**src/rtl/multicycle_pkg.sv**
```systemverilog
// multicycle_pkg: shared encodings for the multi-cycle control FSM.
// States, RegWrite/ALU/ResultSrc codes, cond and opcode fields.
package multicycle_pkg;

  typedef enum logic [3:0] {
    S_FETCH   = 4'd0,
    S_DECODE  = 4'd1,
    S_EXEC_DP = 4'd2,
    S_MEMADDR = 4'd3,
    S_MEMRD   = 4'd4,
    S_MEMWR   = 4'd5,
    S_WB      = 4'd6,
    S_BRANCH  = 4'd7,
    S_PCUPD   = 4'd8,
    S_FAULT   = 4'd9
  } state_t;

  localparam logic [1:0] RW_IDLE = 2'b10;
  localparam logic [1:0] RW_RD   = 2'b11;
  localparam logic [1:0] RW_PC   = 2'b00;
  localparam logic [1:0] RW_LINK = 2'b01;

  localparam logic [2:0] ALU_ADD = 3'b000;
  localparam logic [2:0] ALU_SUB = 3'b001;
  localparam logic [2:0] ALU_AND = 3'b010;
  localparam logic [2:0] ALU_ORR = 3'b011;
  localparam logic [2:0] ALU_MOV = 3'b100;
  localparam logic [2:0] ALU_EOR = 3'b101;

  localparam logic [1:0] RES_ALU = 2'b00;
  localparam logic [1:0] RES_MEM = 2'b01;
  localparam logic [1:0] RES_PC4 = 2'b10;

  localparam logic [3:0] COND_EQ = 4'b0000;
  localparam logic [3:0] COND_NE = 4'b0001;
  localparam logic [3:0] COND_CS = 4'b0010;
  localparam logic [3:0] COND_CC = 4'b0011;
  localparam logic [3:0] COND_MI = 4'b0100;
  localparam logic [3:0] COND_PL = 4'b0101;
  localparam logic [3:0] COND_VS = 4'b0110;
  localparam logic [3:0] COND_VC = 4'b0111;
  localparam logic [3:0] COND_HI = 4'b1000;
  localparam logic [3:0] COND_LS = 4'b1001;
  localparam logic [3:0] COND_GE = 4'b1010;
  localparam logic [3:0] COND_LT = 4'b1011;
  localparam logic [3:0] COND_GT = 4'b1100;
  localparam logic [3:0] COND_LE = 4'b1101;
  localparam logic [3:0] COND_AL = 4'b1110;
  localparam logic [3:0] COND_NV = 4'b1111;

  localparam logic [1:0] OP_DP  = 2'b00;
  localparam logic [1:0] OP_MEM = 2'b01;
  localparam logic [1:0] OP_BR  = 2'b10;
  localparam logic [1:0] OP_UND = 2'b11;

  localparam logic [3:0] DP_AND = 4'b0000;
  localparam logic [3:0] DP_EOR = 4'b0001;
  localparam logic [3:0] DP_SUB = 4'b0010;
  localparam logic [3:0] DP_ADD = 4'b0100;
  localparam logic [3:0] DP_CMP = 4'b1010;
  localparam logic [3:0] DP_ORR = 4'b1100;
  localparam logic [3:0] DP_MOV = 4'b1101;

  typedef struct packed {
    logic       ok;
    logic       cmp;
    logic [2:0] alu;
  } dp_dec_t;

  function automatic dp_dec_t dp_decode(
    input logic [3:0] opc
  );
    dp_dec_t d;
    d.ok  = 1'b1;
    d.cmp = 1'b0;
    d.alu = ALU_ADD;
    case (opc)
      DP_ADD: d.alu = ALU_ADD;
      DP_SUB: d.alu = ALU_SUB;
      DP_CMP: begin
        d.alu = ALU_SUB;
        d.cmp = 1'b1;
      end
      DP_AND: d.alu = ALU_AND;
      DP_ORR: d.alu = ALU_ORR;
      DP_MOV: d.alu = ALU_MOV;
      DP_EOR: d.alu = ALU_EOR;
      default: d.ok = 1'b0;
    endcase
    return d;
  endfunction

endpackage

```
**src/rtl/cond_check.sv**
```systemverilog
// cond_check: ARM condition field against NZCV.
// Pure combinational; 1111 is reported as undefined.
module cond_check
  import multicycle_pkg::*;
(
  input  logic [3:0] cond,
  input  logic [3:0] flags,
  output logic       pass,
  output logic       undef
);

  logic n, z, c, v;
  logic ge;

  assign n  = flags[3];
  assign z  = flags[2];
  assign c  = flags[1];
  assign v  = flags[0];
  assign ge = (n == v);

  // Evaluate the condition mnemonic
  always_comb begin
    pass  = 1'b0;
    undef = 1'b0;
    unique case (cond)
      COND_EQ: pass = z;
      COND_NE: pass = ~z;
      COND_CS: pass = c;
      COND_CC: pass = ~c;
      COND_MI: pass = n;
      COND_PL: pass = ~n;
      COND_VS: pass = v;
      COND_VC: pass = ~v;
      COND_HI: pass = c & ~z;
      COND_LS: pass = ~c | z;
      COND_GE: pass = ge;
      COND_LT: pass = ~ge;
      COND_GT: pass = ~z & ge;
      COND_LE: pass = z | ~ge;
      COND_AL: pass = 1'b1;
      COND_NV: undef = 1'b1;
    endcase
  end

endmodule

```
**src/rtl/multicycle_ctrl.sv**
```systemverilog
// multicycle_ctrl: fetch/decode/exec/mem/wb sequencer.
// Drives regfile write codes, ALU selects and memory handshake.
module multicycle_ctrl
  import multicycle_pkg::*;
#(
  parameter int MEM_TIMEOUT = 15
) (
  input  logic        CLK,
  input  logic        RESET,
  input  logic [31:0] Instr,
  input  logic [3:0]  Flags,
  input  logic        MemReady,
  output logic        MemRead,
  output logic        MemWrite,
  output logic        AdrSrc,
  output logic        IRWrite,
  output logic        PCWrite,
  output logic        PCSrc,
  output logic [1:0]  RegWrite,
  output logic [1:0]  ResultSrc,
  output logic        ALUSrcB,
  output logic [2:0]  ALUControl,
  output logic        FlagsWrite,
  output logic        Fault,
  output logic [3:0]  State
);

  localparam logic [15:0] TO = 16'(MEM_TIMEOUT);

  state_t      state;
  state_t      state_next;
  logic [15:0] wait_cnt;
  logic        timeout_hit;
  logic        mem_state;
  logic        cond_pass;
  logic        cond_undef;
  dp_dec_t     dp;
  logic        unused_bits;

  assign unused_bits = ^Instr[19:0];

  cond_check u_cond (
    .cond  (Instr[31:28]),
    .flags (Flags),
    .pass  (cond_pass),
    .undef (cond_undef)
  );

  assign dp = dp_decode(Instr[24:21]);

  assign mem_state = (state == S_FETCH)
                   | (state == S_MEMRD)
                   | (state == S_MEMWR);

  // Wait counter expires on the MEM_TIMEOUT-th idle cycle
  assign timeout_hit = (TO != 16'd0)
                     & (wait_cnt >= TO - 16'd1);

  // State register and saturating wait counter
  always_ff @(posedge CLK) begin
    if (RESET) begin
      state    <= S_FETCH;
      wait_cnt <= '0;
    end else begin
      state <= state_next;
      if (state_next != state)
        wait_cnt <= '0;
      else if (mem_state && !MemReady &&
               wait_cnt != 16'hFFFF)
        wait_cnt <= wait_cnt + 16'd1;
    end
  end

  // Next-state and control outputs
  always_comb begin
    state_next = state;
    MemRead    = 1'b0;
    MemWrite   = 1'b0;
    AdrSrc     = 1'b0;
    IRWrite    = 1'b0;
    PCWrite    = 1'b0;
    PCSrc      = 1'b0;
    RegWrite   = RW_IDLE;
    ResultSrc  = RES_ALU;
    ALUSrcB    = 1'b0;
    ALUControl = ALU_ADD;
    FlagsWrite = 1'b0;
    Fault      = 1'b0;

    unique case (state)
      S_FETCH: begin
        MemRead = 1'b1;
        if (MemReady) begin
          IRWrite    = 1'b1;
          state_next = S_DECODE;
        end else if (timeout_hit) begin
          state_next = S_FAULT;
        end
      end
      S_DECODE: begin
        if (cond_undef)
          state_next = S_FAULT;
        else if (!cond_pass)
          state_next = S_PCUPD;
        else begin
          unique case (Instr[27:26])
            OP_DP:  state_next = S_EXEC_DP;
            OP_MEM: state_next = S_MEMADDR;
            OP_BR:  state_next = S_BRANCH;
            OP_UND: state_next = S_FAULT;
          endcase
        end
      end
      S_EXEC_DP: begin
        if (!dp.ok) begin
          state_next = S_FAULT;
        end else begin
          ALUSrcB    = Instr[25];
          ALUControl = dp.alu;
          FlagsWrite = Instr[20] | dp.cmp;
          state_next = dp.cmp ? S_PCUPD : S_WB;
        end
      end
      S_MEMADDR: begin
        ALUControl = ALU_ADD;
        ALUSrcB    = 1'b1;
        state_next = Instr[20] ? S_MEMRD
                               : S_MEMWR;
      end
      S_MEMRD: begin
        AdrSrc  = 1'b1;
        MemRead = 1'b1;
        if (MemReady)
          state_next = S_WB;
        else if (timeout_hit)
          state_next = S_FAULT;
      end
      S_MEMWR: begin
        AdrSrc   = 1'b1;
        MemWrite = 1'b1;
        if (MemReady)
          state_next = S_PCUPD;
        else if (timeout_hit)
          state_next = S_FAULT;
      end
      S_WB: begin
        RegWrite   = RW_RD;
        PCWrite    = 1'b1;
        ResultSrc  = (Instr[27:26] == OP_MEM)
                   ? RES_MEM : RES_ALU;
        state_next = S_FETCH;
      end
      S_BRANCH: begin
        PCWrite    = 1'b1;
        PCSrc      = 1'b1;
        RegWrite   = Instr[24] ? RW_LINK : RW_PC;
        state_next = S_FETCH;
      end
      S_PCUPD: begin
        RegWrite   = RW_PC;
        PCWrite    = 1'b1;
        state_next = S_FETCH;
      end
      S_FAULT: begin
        Fault = 1'b1;
      end
      default: state_next = S_FAULT;
    endcase

    // Reset silences every strobe in the cycle it is seen
    if (RESET) begin
      state_next = S_FETCH;
      MemRead    = 1'b0;
      MemWrite   = 1'b0;
      AdrSrc     = 1'b0;
      IRWrite    = 1'b0;
      PCWrite    = 1'b0;
      PCSrc      = 1'b0;
      RegWrite   = RW_IDLE;
      ResultSrc  = RES_ALU;
      ALUSrcB    = 1'b0;
      ALUControl = ALU_ADD;
      FlagsWrite = 1'b0;
      Fault      = 1'b0;
    end
  end

  assign State = state;

endmodule

```
**config.mk**
```make
export PLATFORM = sky130hd
export DESIGN_NAME = multicycle_ctrl
export DESIGN_NICKNAME = d
export VERILOG_FILES = /design/src/rtl/multicycle_pkg.sv /design/src/rtl/cond_check.sv /design/src/rtl/multicycle_ctrl.sv
export SDC_FILE = /design/constraint.sdc
export NUM_CORES = 1
export LEC_CHECK = 0
export ABC_AREA = 1
export CAP_MARGIN = 20
export CORE_AREA = 4 4 81 61
export CTS_BUF_LIST = sky130_fd_sc_hd__clkbuf_8
export DETAILED_ROUTE_END_ITERATION = 12
export DIE_AREA = 0 0 85 65
export PLACE_DENSITY = 0.83
export REMOVE_ABC_BUFFERS = 1
export SYNTH_ARGS = -nofsm -noshare
export SYNTH_HDL_FRONTEND = slang
export SYNTH_SLANG_ARGS = --single-unit
export TNS_END_PERCENT = 10
```
**constraint.sdc**
```tcl
create_clock -name CLK -period 2.2 [get_ports CLK]
set_input_delay 0.66 -clock CLK [delete_from_list [all_inputs] [get_ports CLK]]
set_output_delay 0.66 -clock CLK [all_outputs]
set_load 0.02 [all_outputs]
```
After elaboration in Yosys (flattened, before gate mapping)
Cells that the tools add are included.
- add/subtract/negate cells: 1
- magnitude comparators: 1
- equality and inequality tests: 36
- mux-type cells: 47
- bitwise logic cells: 12
- reductions and logical operators: 13
- operator list (kind ; count):
    4-bit == test (second input constant) ; 13
    4-bit by 3-bit == test with 1-bit output (second input constant) ; 9
    4-bit two-way mux ; 9
    4-bit case mux with 8 select lines ; 1
    1-bit two-way mux ; 27
    4-bit by 2-bit == test with 1-bit output (second input constant) ; 5
    16-bit by 1-bit adder with 16-bit output (second input constant) ; 1
    16-bit by 4-bit greater-or-equal comparator with 1-bit output (second input constant) ; 1
    16-bit != test (second input constant) ; 1
    4-bit case mux with 4 select lines ; 1
    1-bit case mux with 15 select lines ; 1
    3-bit case mux with 5 select lines ; 1
    4-bit by 1-bit == test with 1-bit output (second input constant) ; 3
    4-bit zero test ; 3
    3-bit two-way mux ; 3
    2-bit OR reduction ; 4
    7-bit OR reduction ; 1
    2-bit case mux with 3 select lines ; 1
    1-bit NOT ; 5
    1-bit bitwise OR ; 5
    2-bit == test (second input constant) ; 2
    2-bit two-way mux ; 2
    4-bit != test ; 1
    3-bit OR reduction ; 1
    7 further kinds ; 9
- register bits after elaboration: 20
- input port bits: 39
- output and inout bits: 20
- logic and storage cells: 112

Logic depth before layout (Yosys ltp)
Gate-level depths: netlist of the first run.
- word-level depth: 10
- depth in mapped cells: 18
- gate-level depth less buffers: 17

Cells and area by module
A second synthesis of the first run with hierarchy kept.
- cells, all modules: 329
- area total of the unflattened synthesis: 1873.0 µm²
- modules (own cells, without submodules) (module ; instances ; cells an instance ; area each (µm²) ; sequential area each (µm²)):
    multicycle_ctrl ; 1 ; 276 ; 1657.8 ; 400.4
    cond_check ; 1 ; 53 ; 215.2 ; 0.0

Worst setup path before layout of the first run
No wires, ideal clock.
- path type: input-to-output
- from: input port RESET
- to: output port RegWrite[1]
- arrival time: 1744 ps
- data required time: 1540 ps
- slack: -204 ps
- stages: 6
- path buffers: 2
- path through: clkbuf_1 > inv_1 > buf_2 > nand3_1 > nor2_1 > nor2_1
- word-level cells in the longest chain between the ends: 1
- RTL lines (item ; line ; source):
    start: declaration ; multicycle_ctrl.sv:9 ; input logic RESET,
    2-bit two-way mux ; multicycle_ctrl.sv:171 ; if (RESET) begin
    end: declaration ; multicycle_ctrl.sv:19 ; output logic [1:0] RegWrite,
Every way passes these cells.

Worst setup path in the final report of the first run
- from: input port Instr[21]
- to: output port ALUControl[2]
- word-level cells in the longest chain between the ends: 6
- elaborated cells on any way between the ends: 14
- those cells by class: 6 x eq/ne; 5 x mux; 3 x reduce/logical
- RTL lines (item ; line ; source):
    start: declaration ; multicycle_ctrl.sv:10 ; input logic [31:0] Instr,
    4-bit == test, or another cell as far along ; multicycle_pkg.sv:77 ; case (opc)
    2-bit OR reduction (no line) or 7-bit OR reduction (tied branches) ; n/a ;
    3-bit case mux with 5 select lines or 1-bit two-way mux (tied branches) ; multicycle_pkg.sv:77 ;
    3-bit two-way mux (*) ; multicycle_ctrl.sv:115 ; if (!dp.ok) begin
    3-bit two-way mux (*) ; multicycle_ctrl.sv:90 ; unique case (state)
    3-bit two-way mux (*) ; multicycle_ctrl.sv:171 ;
    end: declaration ; multicycle_ctrl.sv:22 ; output logic [2:0] ALUControl,
Mark *: on every way between the ends. The rest lies on a longest branch, timed or not.

==> results of run 1 <==
-- timing repair --
| action | CTS | global route |
|---|---|---|
| cloned | 0 | 1 |
| buffers inserted | 11 | 7 |
| gates resized for setup | 141 | 83 |
| pin swaps | 17 | 38 |
| setup endpoints to repair | 32 | 24 |
-- area by class of cell --
class / instances / share of cell area (%)
multi-input cells: 239 / 51.14
repair buffers: 93 / 25.31
flip-flops and latches: 20 / 13.01
inverters: 58 / 7.026
well taps: 55 / 2.196
clock buffers: 3 / 1.317
-- cell families (layout without fill, tap and decap cells) --
logic type | after synthesis | after routing | synth area share [%]
compound gates | 22 | 22 | 7.035
xor+xnor | 14 | 14 | 6.210
fa+ha+maj | 2 | 2 | 1.267
buf+inv | 66 | 154 | 13.75
flops | 20 | 20 | 20.28
mux | 1 | 1 | 0.5070
other cells | 1 | 1 | 0.1899
simple gates | 199 | 199 | 50.76
-- metrics by stage --
step | util (%) | total power, mW | hold WS [ps] | setup TNS, ps | area (sq um)
global route | 75.00 | 2.003 | 657.5 | -3032 | 3134
floorplan | - | 0.8807 | 547.2 | -70.67 | 1921
global placement | 63.41 | 1.261 | 578.1 | -19650 | 2650
CTS | 68.38 | 1.614 | 597.4 | -2.518 | 2858
finish | 75.00 | 1.925 | 631.8 | -706.7 | 3134
detailed placement | 63.41 | 1.284 | 583.7 | -21520 | 2650
-- worst max-delay path: cells and delay by family --
kind | cells | cell delay [ps]
simple gates | 5 | 520
buf+inv | 3 | 310
compound gates | 1 | 130
-- state kept, by name (all words and copies together) (netlist names) --
signal and cells:
wait_cnt 16, State 4
-- layout by cell type, fill, tap and decap left out, types with 5 or more instances in the layout --
master	instances
nand2_1	56
buf_4	51
inv_1	45
nor2_1	26
nand2_2	21
dfxtp_1	16
nand3_1	16
nor3_2	15
nor2_4	14
inv_2	12
nor2_2	12
xor2_1	10
nand3_2	9
nor3_1	9
buf_6	9
buf_2	8
clkdlybuf4s50_1	7
clkbuf_2	7
o21ai_0	6
nand4_1	5
a21oi_2	5
-- worst max-delay path by stage --
stage          slack (ps)       from  depth (start not counted)            end
2_1_floorplan         -40  Instr[21]                          7  ALUControl[2]
3_3_place_gp         -960  Instr[22]                          9  ALUControl[2]
3_5_place_dp        -1010  Instr[22]                          9  ALUControl[2]
4_1_cts                -1  Instr[23]                          9  ALUControl[2]
5_1_grt              -230   State[1]                         15   wait_cnt[11]
6_report              -90  Instr[21]                          9  ALUControl[2]
-- per-layer routing --
metal | up-vias | track usage (%) | share of wire [%]
li1 | 1196 | - | -
met1 | 1202 | 27.79 | 39
met2 | 173 | 40.50 | 48
met3 | 50 | 4.574 | 9.3
met4 | 0 | 4.941 | 4.0
met5 | - | 0 | 0
-- power by group through the flow --
stage | sequential [mW] | combinational (mW) | clock, mW
2_1_floorplan | 0.448 | 0.433 | 0
3_5_place_dp | 0.409 | 0.874 | 0
4_1_cts | 0.401 | 0.973 | 0.240
3_3_place_gp | 0.409 | 0.852 | 0
5_1_grt | 0.415 | 1.33 | 0.259
6_report | 0.412 | 1.27 | 0.240
==> summary.txt, run 1 <==
Status
  • Status: complete, but fails checks
  • Failing checks: negative setup slack

Pwr
  • Combinational power share: around 66%
  • Int Pwr: about 1.1 mW
  • Peak supply drop: a little under 0.3 mV
  • Clock share of power: about an eighth
  • Sw Share: approximately 45%
  • Pleak: roughly 1.4 nW
  • Pwr Density: just over 600 mW/mm^2
  • Net Switching: just under 0.9 mW
  • Sequential power share: a little over a fifth

Setup path
  • Most used cell, CP: nor2_4
  • Worst EP required: 1540 ps
  • Critical path arrival: roughly 1600 ps
  • Crit-path slowest cell: nor2_4
  • Crit path kind: input pin to output port
  • Worst R2R Path Depth: 15
  • CP max stage delay: between 100 and 150 ps
  • Setup crit end kind: output port
  • Startpoint types: input pin
  • R2r startpoint: State[1]
  • Critical path cell sequence: buf_8 > nor2_4 > inv_4 > nor2_4 > nor2_4 > nand2_4 > nand3_4 > a21oi_4 > buf_6
  • Worst Path Max Fanout: 3
  • Reg2Reg Setup Slack: -70 ps
  • Reg2reg end: wait_cnt[11]

Die
  • Core area: 0.004179 sq mm
  • FP Rows: 20
  • Die span in x: ~85 um
  • Initial core utilization: approximately 47%
  • Die area: 0.005525 sq mm
  • Chip Height: approximately 65 um
  • IO Pins: between 50 and 60

Clock network
  • TritonCTS clock tree: yes
  • Clock transition at path regs: 70 ps
  • CTS buffer count: 3
  • Hold Buf Count CTS: 0
  • Clk Latency, worst-skew pair: 260 ps
  • Clock Sinks: 20
  • H-tree depth: 1
  • CTS Buffer Depth: 2
  • Root buffer cell: clkbuf_8

Logic synthesis
  • Syn Inst Count: 325
  • Yosys top cell area share: between 20% and 30%
  • Post-synth top area cell: dfxtp_1
  • Count leader, synth: nand2_1
  • Syn Area/Cell: just over 6 sq um
  • Synth top cells by count: 74 x nand2_1, 55 x inv_1, 43 x nor2_1
  • Synthesized cell area: 0.001974 sq mm
  • Top FF cell, synth: dfxtp_1
  • Register area share after synthesis: between 20% and 30%
  • Flops & latches, synth: 20
  • Distinct cells, synth: 33
  • Post-synth EDFFs: 0
  • Top cells by area, synth: dfxtp_1 20%, nand2_1 14%, inv_1 10%
  • Async SR Flop Fraction: 0%
  • YS warnings: 0

STA
  • Final period utilization: 103.9%
  • Final-report max-slew violation count: 0
  • RSZ-0062 raised after global routing: yes
  • Final Skew: approximately 2.4 ps
  • Minimum clock period: 2286 ps
  • Final setup violation count: 19
  • Final hold vios: 0
  • Fmax achieved: 0.4374 GHz
  • Setup slack after layout: -86.24 ps

GRT
  • Tot GR Track Use: a little under a quarter
  • Largest net degree at the start of global routing: 17
  • Vias in the first global route: about 2300
  • Grt ovf: 0
  • First-pass GRT wire length: between 10000 and 15000 um
  • Initial antenna violation count: 0

Placement
  • Buffers on Ports: 37
  • Post-DP HPWL: 4153 um
  • Worst slack at placement: -1005 ps
  • Placed cell count: around 450
  • Final RePlAce weighted congestion: just under 0.9

Cells and area
  • Layout cells sized above 1: 47.22%
  • Fill cells: 242
  • Multi-input logic area: around 0.0016 sq mm
  • Nets: 456
  • Final Non-Filler Cells: approximately 470
  • Flip-flop and latch area: ~410 sq um
  • Layout area overhead: 58.75%
  • Antenna diodes: 0

Hold path
  • Min-delay worst type: flip-flop to flip-flop
  • Hold path cells: 2
  • Hold EP: wait_cnt[15]
  • Hold path startpoint: wait_cnt[15]

Drt
  • Vias: ~2600
  • DR iter-0 viols: between 300 and 400
  • Final WL: just under 8000 um
  • Drt drc: 0
  • Post-DRT Antenna Nets: 0
  • Routed WL per cell: around 17 um
  • Drt first pass iters: 5
  • Drt via density: around 5.6

Flow run
  • Max-cap viol count: 0
Power figures use the tool's default switching activity.
==> run 2, diff against run 1 <==
- REMOVE_ABC_BUFFERS: 1 -> not set
==> summary.txt, run 2 (synthesis gave the netlist of run 1 again) <==
Setup path
  • Worst path depth: 9 (unchanged)
  • Crit-path slowest cell: buf_4
  • Critical path cell sequence: buf_12 > nor2_4 > inv_2 > nor2_4 > nor2_4 > nand2_2 > nand3_4 > nor2_1 > buf_4
  • Worst path top cell family by delay: simple AND/OR/NAND/NOR gates
  • Crit path kind: input pin to output port
  • Worst Path Max Fanout: 3 (unchanged)
  • Startpoint types: input pin
  • Reg2reg end: wait_cnt[4]
  • Worst EP required: 1540 ps (about the same)
  • CP bufs+invs: 3 (unchanged)
  • Setup crit end kind: output port
  • CP max stage delay: 180 ps (+40 ps)
  • Worst R2R Path Depth: 14 (-1)
  • Reg2Reg Setup Slack: -120 ps (-50 ps)
  • Critical path arrival: 1720 ps (+90 ps)
  • Critical Path Source: Instr[21]
  • R2r startpoint: wait_cnt[0]
  • Most used cell, CP: nor2_4
  • CP endpoint: ALUControl[1]

STA
  • Fmax achieved: 0.4205 GHz (-3.9%)
  • Final period utilization: 108.1% (+4.2 points)
  • Final hold vios: 0 (unchanged)
  • Final Skew: 5.745 ps (+3.295 ps)
  • Hold Slack: 606.2 ps (-25.65 ps)
  • Setup slack after layout: -178.2 ps (-91.93 ps)
  • RSZ-0062 raised after global routing: yes
  • Setup TNS: -1952 ps (-1245 ps)
  • Minimum clock period: 2378 ps (+91.93 ps)
  • Final setup violation count: 21 (+2)
  • Final-report max-slew violation count: 0 (unchanged)

Cells and area
  • Fill cells: 266 (+9.9%)
  • Flip-flop and latch area: 406.6 sq um (-0.31%)
  • Multi-input logic area: 0.001595 sq mm (-0.47%)
  • Reg with most FFs: wait_cnt
  • Layout area overhead: 57.16%
  • Layout cells sized above 1: 43.66% (-3.6 points)
  • Antenna diodes: 0 (unchanged)
  • Final Non-Filler Cells: 465 (-0.64%)
  • Max reg flops: 16 (unchanged)
  • Most frequent cells in the layout: 61 x nand2_1, 49 x buf_4, 46 x inv_1
  • Most common cell after layout, fill and taps aside: nand2_1
  • Nets: 452 (-0.88%)

GRT
  • Tot GR Track Use: 22.81% (+0.23 points)
  • Initial antenna violation count: 0 (unchanged)
  • Vias in the first global route: 2270 (-0.74%)
  • GR Util met1: 30.34% (+2.5 points)
  • Most used routing layer: met2
  • Largest net degree at the start of global routing: 13 (-4)
  • First-pass GRT wire length: 10450 um (+1.8%)
  • Met3 Use GR: 2.922% (-1.7 points)
  • Grt ovf: 0 (unchanged)
  • Met2 Use GR: 39.34% (-1.2 points)

Die
  • Core area: 0.004179 sq mm (unchanged)
  • Die area: 0.005525 sq mm (unchanged)
  • Chip Height: 65 um (unchanged)
  • Die span in x: 85 um (unchanged)
  • FP Rows: 20 (unchanged)
  • IO Pins: 59 (unchanged)
  • Initial core utilization: 47.25% (unchanged)

Drt
  • Routed WL per cell: 15.47 um (-6.7%)
  • Drt first pass iters: 5 (unchanged)
  • Final WL: 7192 um (-7.3%)
  • Post-DRT Antenna Nets: 0 (unchanged)
  • Vias: 2540 (-3.1%)
  • DR iter-0 viols: 321 (-16%)
  • Drt via density: 5.462 (-2.5%)
  • Drt drc: 0 (unchanged)

Hold path
  • Hold path cells: 3 (+1)
  • Min-delay worst type: flip-flop to flip-flop

Clock network
  • Clk Latency, worst-skew pair: 260 ps (about the same)
  • TritonCTS clock tree: yes
  • H-tree depth: 1 (unchanged)
  • Root buffer cell: clkbuf_8
  • Clock transition at path regs: 70 ps (about the same)
  • Clock Sinks: 20 (unchanged)
  • CTS buffer count: 3 (unchanged)
  • CTS Buffer Depth: 2 (unchanged)

Placement
  • Final RePlAce weighted congestion: 0.9008 (+1.6%)
  • Post-DP HPWL: 4045 um (-2.6%)
  • Buffers on Ports: 37 (unchanged)
  • Placed cell count: 444 (-0.45%)
  • Worst slack at placement: -1015 ps (-10.00 ps)

Status
  • Failing checks: negative setup slack
  • Status: complete, but fails checks

Flow run
  • Max-cap viol count: 0 (unchanged)

Pwr
  • Peak supply drop: 0.3853 mV (+31%)
  • Total power draw: 1.924 mW (about the same)
  • Pwr Density: 620.1 mW/mm^2 (+0.95%)
  • Pleak: 1.421 nW (-0.47%)

Logic synthesis
  • Syn nets: 366
## run 2: changes by cell type in the layout (fill, tap and decap cells not counted), moves of 2 or more
cell	before	now
nor3_2	15	17
o21ai_2	2	0
nor2_1	26	28
nand2_1	56	61
nand3_4	4	6
nand3_2	9	7
buf_4	51	49
buf_6	9	5
o21ai_1	1	3
nand2_2	21	15
## run 2: repair_timing
item                                    in CTS  in global routing
gates cloned                                 2                  0
pin swaps                                   23                 41
hold buffers                                 0                  0
endpoints found under the setup margin      31                 28
buffers inserted                             8                  7
endpoints found under the hold margin        0                  0
gates resized for setup                    123                 79
## run 2: worst min-delay path by stage
stage	startpoint	to	slack (ps)
after global placement	wait_cnt[14]	wait_cnt[14]	570
after detailed placement	wait_cnt[14]	wait_cnt[14]	590
after global routing	wait_cnt[5]	wait_cnt[5]	630
after floorplan	wait_cnt[14]	wait_cnt[14]	550
final	wait_cnt[5]	wait_cnt[5]	610
after CTS	wait_cnt[14]	wait_cnt[14]	600
## run 2: area by class of cell
class | count | area share, %
multi-input combinational | 240 | 51.41
clock inverter | 1 | 0.9677
inverter | 58 | 7.097
clock buffer | 3 | 1.331
sequential | 20 | 13.10
timing repair buffer | 88 | 23.87
tap | 55 | 2.218
## run 2: power breakdown
group | leakage [nW] | internal [mW] | switching [mW]
clock network | 0.0357 | 0.243 | 0.124
registers | 0.163 | 0.384 | 0.0208
logic | 1.22 | 0.466 | 0.686
total | 1.42 | 1.09 | 0.831
## run 2: worst min-delay path, stage by stage, from the launching register on
cell     delay (ps)
dfxtp_1         350
xnor2_1         130
inv_1            50
nor3_1           40
## run 2: through the flow
stage	area, sq um	util, %
after floorplan	1984	-
after global placement	2658	63.59
after detailed placement	2658	63.59
after CTS	2893	69.22
after global routing	3103	74.25
final	3103	74.25
## run 2: per-layer routing
layer,vias to the layer above,part of all wire (%)
met5,-,0
met4,0,4.0
li1,1200,-
met3,32,7.5
met2,140,47
met1,1168,41
==> patch: new RTL, flow settings as in run 1 <==
`MEM_TIMEOUT`: 15 -> 14.
--- a/src/rtl/multicycle_ctrl.sv
+++ b/src/rtl/multicycle_ctrl.sv
@@ -3,7 +3,7 @@
 module multicycle_ctrl
   import multicycle_pkg::*;
 #(
-  parameter int MEM_TIMEOUT = 15
+  parameter int MEM_TIMEOUT = 14
 ) (
   input  logic        CLK,
   input  logic        RESET,
Formal check against the unedited RTL: no difference found for any inputs over 10 cycles, from zero or initial values and one cycle with RESET high; that may be too few to reach the edited logic, so the function may still have changed.
==> patch against run 1 <==
  * The run still ends with setup timing left
  * Combinational power increased by 4%
  * Area after synthesis decreased by 6.5%
  * Cell count decreased by 1.9%
  * Sequential cell count unchanged
  * Clock power increased by 58%
  * Cell area decreased by 1.2%
  * Sequential power increased by 3%
  * Global-route usage increased by 1.3 points
  * First-iteration DRC count decreased by 18%
  * Non-clock buffer count unchanged
  * Setup slack got worse by 0.077 ns
  * Routed wire length increased by 0.80%
  * Power increased by 10%
  * Largest cell class unchanged
  * Largest power group unchanged
==> patch: results (changes against run 1) <==
outcome: "finished, violations left"
violations: "setup timing"
grt_pass1_vias: 2326  # +1.7%
vias: 2561  # -2.3%
drt_first_pass_iters: 7  # +2
clock_pin_slew_worst_setup_and_hold_paths_ns: 0.09  # +0.02 ns
synth-compound-area-share_pct: 7.390  # +0.36 points
leakage_component_of_the_power_uw: 0.001441  # +0.93%
rd_place_congestion: 0.8625  # -2.7%
dp.final_hpwl_um: 4106  # -1.1%
cells_taking_the_most_area_after_synthesis: "dfxtp_1 22%, nand2_1 15%, inv_1 11%"
crit-reg2reg-launch: "State[2]"
finalNetCount: 447  # -2.0%
final.fill_count: 260  # +7.4%
finalWorstSetupSlack_ns: -0.1629  # -0.07665 ns
r2r.worst_path.cells: 16  # +1
post-place-ws_ns: -1.138  # -0.1325 ns
report.final.setup_viol: 24  # +5
yosysUniqueCellTypes: 34  # +3.0%
drive_above_1_share_pct: 42.82  # -4.4 points
postCtsSetupBuffers: 2  # -9
synth_top_cells_by_count: "75 x nand2_1, 52 x inv_1, 43 x nor2_1"
arrival_ns: 1.70  # +0.07 ns
synth.yosys.seq_area_share_pct: 21.69  # +1.4 points
grt_pass1_wl_um: 10750  # +4.8%
crit_end: "ALUControl[1]"
-- patch: changes by cell type after synthesis, sizes merged, moves of 2 or more --
| cell | change |
|---|---|
| nor2 | -4 |
| o211ai | -3 |
| a21oi | +3 |
| inv | -4 |
| nand2 | -2 |
| nor3 | -4 |
| nand3 | +2 |
-- patch: final cells by class --
type / instances / area (sq um) / share of cell area (%)
inverter: 55 / 224.0 / 7.235
clock inverter: 1 / 30.03 / 0.9701
timing repair buffer: 93 / 795.8 / 25.71
clock buffer: 3 / 41.29 / 1.334
sequential: 20 / 405.4 / 13.10
tap: 55 / 68.82 / 2.223
multi-input combinational: 232 / 1530 / 49.43
-- patch: worst min-delay path by stage --
stage                  from      endpoint  slack (ns)
6_report        wait_cnt[9]   wait_cnt[9]        0.60
5_1_grt        wait_cnt[11]  wait_cnt[11]        0.62
4_1_cts        wait_cnt[15]  wait_cnt[15]        0.58
3_5_place_dp   wait_cnt[12]  wait_cnt[12]        0.56
3_3_place_gp   wait_cnt[15]  wait_cnt[15]        0.55
2_1_floorplan  wait_cnt[15]  wait_cnt[15]        0.53
-- patch: routing by layer --
metal / up-vias / global-route usage, % / part of all wire (%)
met5: - / 0 / 0
met4: 0 / 8.103 / 4.5
met3: 41 / 5.210 / 9.6
met2: 213 / 40.60 / 46
met1: 1142 / 29.82 / 40
li1: 1165 / - / -
-- patch: through the flow --
| stage | cell area, sq um | util (%) | TNS (ns) | cells |
|---|---|---|---|---|
| floorplan | 1789 | - | -0.6763 | 306 |
| global placement | 2579 | 61.71 | -20.47 | 443 |
| detailed placement | 2579 | 61.71 | -22.36 | 443 |
| CTS | 2806 | 67.16 | -0.5472 | 450 |
| global route | 3095 | 74.07 | -3.667 | 459 |
| finish | 3095 | 74.07 | -1.918 | 459 |
